### config.mk
export PLATFORM = sky130hd
export DESIGN_NAME = ts_rcv_chk_rx_decode
export DESIGN_NICKNAME = d
export VERILOG_FILES = /design/src/rtl/ts_rcv_chk_pkg.sv /design/src/rtl/ts_rcv_chk_rx_decode.sv
export SDC_FILE = /design/constraint.sdc
export NUM_CORES = 1
export LEC_CHECK = 0
export ABC_AREA = 1
export CAP_MARGIN = 30
export CORE_MARGIN = 5
export CORE_UTILIZATION = 24
export DETAILED_ROUTE_END_ITERATION = 6
export GPL_TIMING_DRIVEN = 0
export PLACE_DENSITY = 0.9
export REMOVE_ABC_BUFFERS = 1
export SETUP_SLACK_MARGIN = 0.5
export SLEW_MARGIN = 20
export SYNTH_ARGS = -nofsm -noshare
export SYNTH_HDL_FRONTEND = slang
export SYNTH_SLANG_ARGS = --single-unit
export TNS_END_PERCENT = 20
### constraint.sdc
create_clock -name vclk -period 1.8
set_clock_uncertainty 0.05 [all_clocks]
set_input_delay 0.36 -clock vclk [all_inputs]
set_output_delay 0.36 -clock vclk [all_outputs]
set_load 0.02 [all_outputs]
### src/rtl/ts_rcv_chk_pkg.sv
// ts_rcv_chk_pkg
//   Shared constants and types for the receive-side TS checker: ordered-set
//   symbols, LTSSM state/substate codes, consecutive-TS targets, port mode
//   codes, the TS type and handoff-state enums, and a symbol extractor.
package ts_rcv_chk_pkg;

  // Ordered-set symbols
  localparam logic [7:0] COM       = 8'hBC;
  localparam logic [7:0] PADG12    = 8'hF7;
  localparam logic [7:0] TS1_IDTFR = 8'h4A;
  localparam logic [7:0] TS2_IDTFR = 8'h45;

  // Port orientation
  localparam logic DSP = 1'b0;
  localparam logic USP = 1'b1;

  // LTSSM states (ts_info[7:4])
  localparam logic [3:0] ST_DETECT = 4'h0;
  localparam logic [3:0] ST_POLL   = 4'h1;
  localparam logic [3:0] ST_CFG    = 4'h2;
  localparam logic [3:0] ST_L0     = 4'h3;

  // Polling substates (ts_info[3:0])
  localparam logic [3:0] SUB_POLL_ACTIVE = 4'h0;
  localparam logic [3:0] SUB_POLL_CFG    = 4'h1;

  // Configuration substates (ts_info[3:0])
  localparam logic [3:0] SUB_CFG_LW_START = 4'h0;
  localparam logic [3:0] SUB_CFG_LW_ACC   = 4'h1;
  localparam logic [3:0] SUB_CFG_LN_WAIT  = 4'h2;
  localparam logic [3:0] SUB_CFG_LN_ACC   = 4'h3;
  localparam logic [3:0] SUB_CFG_COMPLETE = 4'h4;
  localparam logic [3:0] SUB_CFG_IDLE     = 4'h5;

  // Consecutive-TS targets
  localparam logic [7:0] RX_NUM_POLL_ACT2CFG = 8'd8;
  localparam logic [7:0] RX_NUM_CFG_C2I      = 8'd8;
  localparam logic [7:0] RX_NUM_CFG_GENERAL  = 8'd2;

  typedef enum logic [1:0] {
    TS_NONE = 2'b00,
    TS_TS1  = 2'b01,
    TS_TS2  = 2'b10
  } ts_type_e;

  typedef enum logic [1:0] {
    HS_IDLE     = 2'b00,
    HS_LINK_VLD = 2'b01,
    HS_LANE_VLD = 2'b10
  } hs_state_e;

  // Symbol idx of a TS word; symbol0 sits in the top byte.
  function automatic logic [7:0] ts_sym(input logic [127:0] ts, input int idx);
    return ts[127-8*idx -: 8];
  endfunction

endpackage

### src/rtl/ts_rcv_chk_rx_decode.sv
// ts_rcv_chk_rx_decode
//   Combinational TS classifier.
//   rx_ts     in  128  one TS word, symbol0 in [127:120]
//   ts_type   out 2    TS1 / TS2 / none (bad COM or mixed identifiers)
//   rate      out 6    symbol4[5:0]
//   match_fld out 40   symbols 1..5 (link, lane, n_fts, rate, train ctrl)
module ts_rcv_chk_rx_decode
  import ts_rcv_chk_pkg::*;
(
  input  logic [127:0] rx_ts,
  output ts_type_e     ts_type,
  output logic [5:0]   rate,
  output logic [39:0]  match_fld
);

  logic all_ts1_s;
  logic all_ts2_s;

  // Classify: identifiers in symbols 6..15 must all agree on one TS type.
  always_comb begin
    all_ts1_s = 1'b1;
    all_ts2_s = 1'b1;
    for (int i = 6; i < 16; i++) begin
      all_ts1_s = all_ts1_s & (ts_sym(rx_ts, i) == TS1_IDTFR);
      all_ts2_s = all_ts2_s & (ts_sym(rx_ts, i) == TS2_IDTFR);
    end
    if (ts_sym(rx_ts, 0) != COM) begin
      ts_type = TS_NONE;
    end else if (all_ts1_s) begin
      ts_type = TS_TS1;
    end else if (all_ts2_s) begin
      ts_type = TS_TS2;
    end else begin
      ts_type = TS_NONE;
    end
  end

  assign rate      = rx_ts[93:88];
  assign match_fld = rx_ts[119:80];

endmodule

==> qor.csv <==
metric,value,unit
worstSetupStartpoint,rx_ts[0],
power_leakage,0.000880,µW
path_class,in2out,
setup_viol,0,
whs_endpoint,match_fld[2],
fill_cells,489,
rsz0062_at_grt,true,
fmax,585,MHz
postSynthCellCount,217,
die_y,75.1,µm
yosysWarnings,0,
maxSlewHeadroom,88.9,%
overflow,0,
post-route-util,37.2,%
finalMaxSlewViolations,0,
grt_usage,17.7,%
hold_viol_final,0,
regArea,0,µm²
power_density,133,nW/µm²
hp-start,rx_ts[82],
timing.final.crit_share,94.9,%
dp_slack,-0.751,ns
io_buffer_count,90,
cap_violations,0,
dr_total_vias,1313,
grt_start_max_net_pins,3,
max_slew.worst_pin.slew,0.165,ns
wl,5400,µm
wl_per_cell,17.2,µm
gp_congestion,0.758,
run_status,"finished, final reports clean",
ctsHoldBuffers,0,
setup_ws,0.0920,ns
hp-class,in2out,
postRouteAntennaNets,0,
die_w,75.1,µm
total_power,200,µW
antenna_cells,0,
nets,393,
area_growth,48.3,%
grt_pass1_vias,1233,
syn_area_per_cell,4.69,µm²
vias_per_cell,4.19,
crit_arrival,1.30,ns
start_util,25.1,%
row_count,23,
nClkBuffers,0,
dr.pass1.iters,4,
critPathCaptureType,output port,
period_needed,1.71,ns
grt_pass1_wl,7180,µm
holdPathStages,0,
seq_cells,0,
fp.coreArea,4060,µm²
initialDrtViolationCount,40,
drc,0,
ios,176,
drive_above_1_share,18.6,%
cp_max_fo,2,
crit_required,1.39,ns
ir_worst_vdd,39.1,µV
start_kind,input port,
antenna_found_initial,0,
hpwl,5050,µm
ys_seq_area_share,0,%
dieArea,5640,µm²
finalSetupTns,0,ns
ys_types,12,
netlist_area,1020,µm²
[worst max-delay path by stage]
stage | slack [ns] | cells past startpoint | end
detailed placement | -0.75 | 8 | ts_type[0]
CTS | 0.05 | 8 | ts_type[0]
global placement | -0.71 | 8 | ts_type[0]
global route | -0.04 | 8 | ts_type[1]
finish | 0.09 | 8 | ts_type[0]
floorplan | 0.24 | 6 | ts_type[1]
[synthesized netlist by cell type, drive strengths merged]
master  count  area (µm²)
inv        46         173
nand2      65         246
nor2       53         206
nor2b       2        12.5
or2         1        6.26
nor3        1        5.00
nand4       1        12.5
buf        46         345
nand3       2        10.0
[cells in the final DEF, fill, tap and decap left out]
cell type         n
buf_2            13
buf_4             3
buf_6             2
clkbuf_2         12
clkdlybuf4s15_1  21
dlygate4sd2_1    41
inv_1            44
inv_2             2
nand2_1          64
nand2_2           1
nand3_1           1
nand3_2           1
nand4_2           1
nor2_1           41
nor2_2           12
nor2b_1           1
nor2b_2           1
nor3_2            1
or2_0             1
[metal layers]
| metal | track usage, % | part of all wire, % |
|---|---|---|
| met5 | 15.7 | 1.8 |
| met4 | 1.38 | 0.93 |
| met3 | 21.0 | 27 |
| met2 | 24.5 | 39 |
| met1 | 16.9 | 31 |
[cell families after synthesis]
family / synth area share (%)
buf+inv: 50.9
simple gates: 49.1
[cell type report]
| cell class | instances | area [µm²] | share of cell area [%] |
|---|---|---|---|
| well taps | 50 | 62.6 | 4.15 |
| inverters | 46 | 173 | 11.4 |
| repair buffers | 92 | 739 | 49.0 |
| multi-input cells | 125 | 534 | 35.4 |
[power breakdown]
group / internal (µW) / total, µW / switching, µW
Clock: 0 / 0 / 0
Sequential: 0 / 0 / 0
Combinational: 125 / 200 / 75.4
[metrics by stage]
step	hold slack, ns	instance area, µm²	cells
after floorplan	0.670	672	171
after global placement	0.670	1640	311
after detailed placement	0.670	1640	311
after CTS	0.670	1540	312
after global routing	0.670	1510	313
final	0.670	1510	313
[worst max-delay path, cell delays in order]
cell and delay (ns):
clkdlybuf4s15_1 0.18, nor2_1 0.10, nor2b_2 0.15, nand2_1 0.06, nor2_2 0.12, nand3_2 0.09, nor2_2 0.12, buf_6 0.13
[timing repair]
action | in CTS | in global routing
pin swaps | 76 | 38
gates resized for setup | 163 | 28
buffers inserted | 1 | 1
endpoints found under the setup margin | 2 | 2
Note: power is estimated with default switching activity, not from simulation.
